### src/rtl/cnn_linebuffer_win_pkg.sv
// cnn_linebuffer_win_pkg: shared pixel width default and counter-width helper
package cnn_linebuffer_win_pkg;
  localparam int CNN_DATA_IN_W = 8;
  function automatic int lb_cw(input int n);
    return (n > 2) ? $clog2(n) : 1;
  endfunction
endpackage

### src/rtl/cnn_lb_ram.sv
// cnn_lb_ram: single-clock dual-port line RAM with registered, enable-gated read
module cnn_lb_ram
  import cnn_linebuffer_win_pkg::*;
#(
  parameter int DW = 8,
  parameter int DEPTH = 25,
  parameter int AW = lb_cw(DEPTH)
) (
  input  logic          clk,
  input  logic          w_en,
  input  logic [AW-1:0] w_addr,
  input  logic [DW-1:0] w_data,
  input  logic          r_en,
  input  logic [AW-1:0] r_addr,
  output logic [DW-1:0] r_data
);
  logic [DW-1:0] mem [DEPTH];
  always_ff @(posedge clk) begin
    if (w_en) mem[w_addr] <= w_data;
    if (r_en) r_data <= mem[r_addr];
  end
endmodule

### src/rtl/cnn_linebuffer_win.sv
// cnn_linebuffer_win: K-line streaming buffer emitting K-tall pixel columns; CNN_LB_SOF_EN adds in_sof/err_sof
module cnn_linebuffer_win
  import cnn_linebuffer_win_pkg::*;
#(
  parameter int DW = CNN_DATA_IN_W,
  parameter int IMG_W = 25,
  parameter int IMG_H = 25,
  parameter int K = 3
) (
  input  logic          clk,
  input  logic          rst_n,
  input  logic          in_valid,
  output logic          in_ready,
  input  logic [DW-1:0] in_data,
`ifdef CNN_LB_SOF_EN
  input  logic          in_sof,
  output logic          err_sof,
`endif
  output logic          out_valid,
  input  logic          out_ready,
  output logic [K*DW-1:0] out_col,
  output logic          out_win_valid,
  output logic          out_eol,
  output logic          out_eof
);
  localparam int cw = lb_cw(IMG_W);
  localparam int rw = lb_cw(IMG_H);
  localparam logic [cw-1:0] col_last = cw'(IMG_W - 1);
  localparam logic [rw-1:0] row_last = rw'(IMG_H - 1);
  logic accept, sof, wb_v, last_col;
  logic [cw-1:0] col_cnt, col_e, col_q;
  logic [rw-1:0] row_cnt, row_e, row_q;
  logic [DW-1:0] pix_q;
  logic [DW-1:0] rd [K-1];
  assign in_ready = !out_valid | out_ready;
  assign accept = in_valid & in_ready;
`ifdef CNN_LB_SOF_EN
  assign sof = in_sof;
  always_ff @(posedge clk or negedge rst_n)
    if (!rst_n) err_sof <= 1'b0;
    else if (accept & in_sof & ((col_cnt != '0) | (row_cnt != '0))) err_sof <= 1'b1;
`else
  assign sof = 1'b0;
`endif
  assign col_e = sof ? '0 : col_cnt;
  assign row_e = sof ? '0 : row_cnt;
  assign last_col = col_e == col_last;
  always_ff @(posedge clk or negedge rst_n)
    if (!rst_n) begin
      col_cnt <= '0;
      row_cnt <= '0;
      col_q <= '0;
      row_q <= '0;
      pix_q <= '0;
      wb_v <= 1'b0;
      out_valid <= 1'b0;
      out_win_valid <= 1'b0;
      out_eol <= 1'b0;
      out_eof <= 1'b0;
    end else begin
      wb_v <= accept;
      out_valid <= accept | (out_valid & !out_ready);
      if (accept) begin
        col_cnt <= last_col ? '0 : col_e + 1'b1;
        row_cnt <= !last_col ? row_e : (row_e == row_last) ? '0 : row_e + 1'b1;
        col_q <= col_e;
        row_q <= row_e;
        pix_q <= in_data;
        out_win_valid <= (row_e >= rw'(K - 1)) & (col_e >= cw'(K - 1));
        out_eol <= last_col;
        out_eof <= last_col & (row_e == row_last);
      end
    end
  // writeback shifts each column down one line: RAM g+1 takes what RAM g held
  for (genvar g = 0; g < K - 1; g++) begin : g_ram
    cnn_lb_ram #(.DW(DW), .DEPTH(IMG_W), .AW(cw)) u_ram (
      .clk    (clk),
      .w_en   (wb_v),
      .w_addr (col_q),
      .w_data ((g == 0) ? pix_q : rd[(g == 0) ? 0 : g - 1]),
      .r_en   (accept),
      .r_addr (col_e),
      .r_data (rd[g])
    );
  end
  // lines above the current row that do not exist yet in this frame read as 0
  always_comb begin
    out_col = '0;
    out_col[DW-1:0] = pix_q;
    for (int i = 1; i < K; i++) out_col[i*DW +: DW] = (int'(row_q) >= i) ? rd[i-1] : '0;
  end
endmodule
### config.mk
export PLATFORM = sky130hd
export DESIGN_NAME = cnn_linebuffer_win
export DESIGN_NICKNAME = d
export VERILOG_FILES = /design/src/rtl/cnn_linebuffer_win_pkg.sv /design/src/rtl/cnn_lb_ram.sv /design/src/rtl/cnn_linebuffer_win.sv
export SDC_FILE = /design/constraint.sdc
export NUM_CORES = 1
export LEC_CHECK = 0
export BUFFER_PORTS_ARGS = -buffer_cell sky130_fd_sc_hd__buf_2
export CAP_MARGIN = 20
export CORE_MARGIN = 2
export CORE_UTILIZATION = 56
export DETAILED_ROUTE_END_ITERATION = 10
export PLACE_DENSITY = 0.75
export RECOVER_POWER = 100
export SKIP_LAST_GASP = 1
export SLEW_MARGIN = 25
export SYNTH_ARGS = -nofsm -noshare
export SYNTH_HDL_FRONTEND = slang
export SYNTH_SLANG_ARGS = --single-unit
### constraint.sdc
create_clock -name clk -period 3 [get_ports clk]
set_clock_uncertainty 0.15 [all_clocks]
set_input_delay 0 -clock clk [delete_from_list [all_inputs] [get_ports clk]]
set_output_delay 0 -clock clk [all_outputs]
set_load 0.05 [all_outputs]
==> impl_metrics.tcl <==
set metrics [dict create \
    run_status "complete, but fails checks" \
    violations "max-capacitance violations, max-slew violations" \
    rsz0062_at_grt "no" \
    grt_pass1_wl_um 58600 \
    area_growth_pct 13.5 \
    clock_sinks 449 \
    ys_async_sr_fraction_pct 7.35 \
    critPathCaptureType "flop" \
    cts_h_tree_depth 2 \
    die_y_um 181 \
    grt_antenna_before_repair 0 \
    max-clock-path-buffers 3 \
    post_synth_inst_count 889 \
    clk-insertion-delay-late_ns 0.54 \
    netlist.area_leader.share_pct 71.4 \
    ff_latch_count_synth 449 \
    maxSlewHeadroom_pct -1.08 \
    vdd_drop_max_uv 594 \
    diodes 0 \
    globalplace.congestion 0.820 \
    post_synth_instance_area_sq_um 17500 \
    layout_worst_path_cycle_share_pct 94.7 \
    fmax_mhz 352 \
    r2r_start "col_cnt[0]" \
    yosysMostFrequentCell "sky130_fd_sc_hd__edfxtp_1" \
    timing.critical_path.required_ns 3.13 \
    dr.pass1.iters 5 \
    tightestPinTransition_ns 1.52 \
    critical_path_arrival_ns 2.98 \
    postCtsSetupBuffers 0 \
    routed_vias 9017 \
    combPwrFrac_pct 23.2 \
    report.final.slew_viol_count 17 \
    remaining_drc_errors 0 \
    floorplan.rows 64 \
    postSynthNetCount 907 \
    r2r_end "g_ram[1].u_ram.r_data[7]" \
    pwr-share-seq_pct 47.6 \
    synth_edf_count 416 \
    grt.total_usage_pct 24.5 \
    swShare_pct 30.1 \
    power.switching_w 0.00539 \
    critical_path.max_fanout 20 \
    core_sq_um 30700 \
    grt_start_max_net_pins 42 \
    routed_wire_length_per_instance_um 27.4 \
    top_cell_type_by_total_area_after_synthesis "sky130_fd_sc_hd__edfxtp_1" \
    commonest_cells_post_synth "416 x sky130_fd_sc_hd__edfxtp_1, 67 x sky130_fd_sc_hd__mux4_2, 51 x sky130_fd_sc_hd__nand2_1" \
    place_hpwl_um 22800 \
    report.power.total_w 0.0179 \
    fin_nets 1025 \
    worstHoldEndpoint "col_q[3]" \
    wl_um 39300 \
    timing.hold.worst_path_depth 4 \
    route.detailed.vias_per_inst 6.29 \
    first_global_vias 9285 \
    setup.worst_path.start_class "flop" \
    design.portCount 41 \
    synth_top_flop_cell "sky130_fd_sc_hd__edfxtp_1" \
    tritoncts "yes" \
    synth_area_leaders "sky130_fd_sc_hd__edfxtp_1 71%, sky130_fd_sc_hd__mux4_2 8.6%, sky130_fd_sc_hd__dfrtp_1 4.7%" \
    ys_seq_area_share_pct 76.2 \
    drt-initial-drc-count 1057 \
    warnings_synthesis 0 \
    clockPowerShare_pct 29.2 \
    global_route.overflow_total 0 \
    count_of_port_buffers_added_during_placement 40 \
    crit_type "flop to flop" \
    r2r_setup_slack_ns 0.16 \
    initial_core_util_pct 57.0 \
    p_int_w 0.0125 \
    cts_buffer_count 44 \
    fin_tns_setup_ns 0 \
    cellPowerDensity_nw_per_um2 904 \
    number_of_nets_with_antenna_violations_after_routing 0 \
    finalWorstPathRequiredPeriod_ns 2.84 \
    layout_cells_sized_above_1_pct 19.3 \
    total_leakage_power_nw 6.59 \
    min_path_type "primary input to flop" \
    synth.lib_cells_used.distinct 48 \
    drv.max_cap_violation_count 1 \
    path_clk_slew_ns 0.06 \
    reg2reg_depth 5 \
    cts_root_buffer "sky130_fd_sc_hd__clkbuf_16" \
    timing_hold_violations_final 0 \
    design.die.area_sq_um 32700 \
    floorplan.die.width_um 181 \
    timing.hold.worst.start "in_valid" \
    setup-violations-final 0 \
    avgSynthCellArea_sq_um 19.7 \
]
==> final cells by class <==
type / instances / area, sq um
well taps: 396 / 495
flip-flops and latches: 449 / 13300
clock buffers: 58 / 1190
repair buffers: 117 / 734
clock inverters: 19 / 170
fillers: 2022 / 10800
multi-input cells: 387 / 3890
inverters: 8 / 33.8
==> power groups by stage <==
stage | logic [W] | registers (W) | clock network [W]
6_report | 0.00416 | 0.00853 | 0.00524
5_1_grt | 0.00440 | 0.00863 | 0.00553
4_1_cts | 0.00424 | 0.00854 | 0.00530
3_5_place_dp | 0.00416 | 0.00866 | 0
3_3_place_gp | 0.00409 | 0.00862 | 0
2_1_floorplan | 0.00310 | 0.00823 | 0
==> metrics by stage <==
| stage | cells | hold slack [ns] | util, % | setup WS [ns] | cell area (sq um) |
|---|---|---|---|---|---|
| after floorplan | 889 | -0.446 | - | 0.228 | 17500 |
| after global placement | 1335 | -0.0148 | 60.3 | 0.263 | 18500 |
| after detailed placement | 1335 | -0.0136 | 60.3 | 0.224 | 18500 |
| after CTS | 1434 | 0.256 | 65.5 | 0.177 | 20100 |
| after global routing | 1434 | 0.293 | 64.7 | 0.0799 | 19800 |
| final | 1434 | 0.293 | 64.7 | 0.159 | 19800 |
==> routing by layer <==
| metal | wire length [um] | track usage, % |
|---|---|---|
| met1 | 14800 | 33.0 |
| met4 | 1480 | 9.26 |
| met3 | 3240 | 4.11 |
| met2 | 19700 | 40.8 |
| met5 | 0 | 0 |
==> cells by family (layout without fill, tap and decap cells) <==
| group | count (synthesis) | in the layout | share of synthesized area (%) |
|---|---|---|---|
| flip-flops | 449 | 449 | 76.2 |
| AND/OR/NAND/NOR | 149 | 149 | 4.02 |
| adder cells (fa/ha/maj) | 6 | 6 | 0.429 |
| AO/OA/AOI/OAI | 92 | 92 | 3.23 |
| multiplexers | 140 | 140 | 14.5 |
| buffers and inverters | 53 | 202 | 1.69 |
==> placed cells by master (no fill, tap or decap), types with 5 or more instances in the layout <==
cell type / instances
sky130_fd_sc_hd__edfxtp_1: 416
sky130_fd_sc_hd__mux4_2: 67
sky130_fd_sc_hd__clkbuf_1: 58
sky130_fd_sc_hd__nand2_1: 51
sky130_fd_sc_hd__mux2i_1: 45
sky130_fd_sc_hd__clkbuf_16: 45
sky130_fd_sc_hd__nor2_1: 44
sky130_fd_sc_hd__a21oi_1: 32
sky130_fd_sc_hd__dfrtp_1: 30
sky130_fd_sc_hd__o21ai_0: 25
sky130_fd_sc_hd__dlygate4sd3_1: 21
sky130_fd_sc_hd__mux4_1: 17
sky130_fd_sc_hd__nor2b_1: 17
sky130_fd_sc_hd__clkbuf_2: 17
sky130_fd_sc_hd__buf_4: 16
sky130_fd_sc_hd__o221ai_1: 11
sky130_fd_sc_hd__mux2_2: 11
sky130_fd_sc_hd__buf_2: 11
sky130_fd_sc_hd__clkinv_1: 9
sky130_fd_sc_hd__nand3_1: 7
sky130_fd_sc_hd__inv_1: 6
sky130_fd_sc_hd__a21boi_0: 6
sky130_fd_sc_hd__ha_1: 6
sky130_fd_sc_hd__a221oi_1: 5
sky130_fd_sc_hd__clkinv_2: 5
==> worst max-delay path: stages, from the launching register on <==
cell and delay [ns]:
sky130_fd_sc_hd__dfrtp_4 0.70, sky130_fd_sc_hd__clkbuf_4 0.44, sky130_fd_sc_hd__mux4_1 0.63, sky130_fd_sc_hd__mux4_2 0.47, sky130_fd_sc_hd__nor2_1 0.13, sky130_fd_sc_hd__a21oi_1 0.06
==> sequential cells by signal, indices dropped and copies added, names as in the netlist <==
signal and cells:
g_ram.u_ram.mem 400, g_ram.u_ram.r_data 16, pix_q 8, col_cnt 5, col_q 5, row_cnt 5, row_q 5, out_eof 1
out_eol 1, out_valid 1, out_win_valid 1, wb_v 1
==> what timing repair did <==
action | CTS | global route
hold endpoints to repair | 51 | 0
gates resized for setup | 0 | 1
setup endpoints to repair | 0 | 1
hold buffers | 22 | 0
==> worst max-delay path by stage <==
stage / startpoint / to / cells past startpoint
after global placement: col_cnt[2] / g_ram[0].u_ram.r_data[0] / 4
after CTS: out_valid / pix_q[5] / 7
final: col_cnt[0] / g_ram[1].u_ram.r_data[7] / 5
after global routing: col_cnt[0] / g_ram[1].u_ram.r_data[7] / 5
after floorplan: out_valid / g_ram[0].u_ram.r_data[0] / 5
after detailed placement: col_cnt[2] / g_ram[0].u_ram.r_data[0] / 4
No activity file was read; power rests on OpenSTA's default activity.
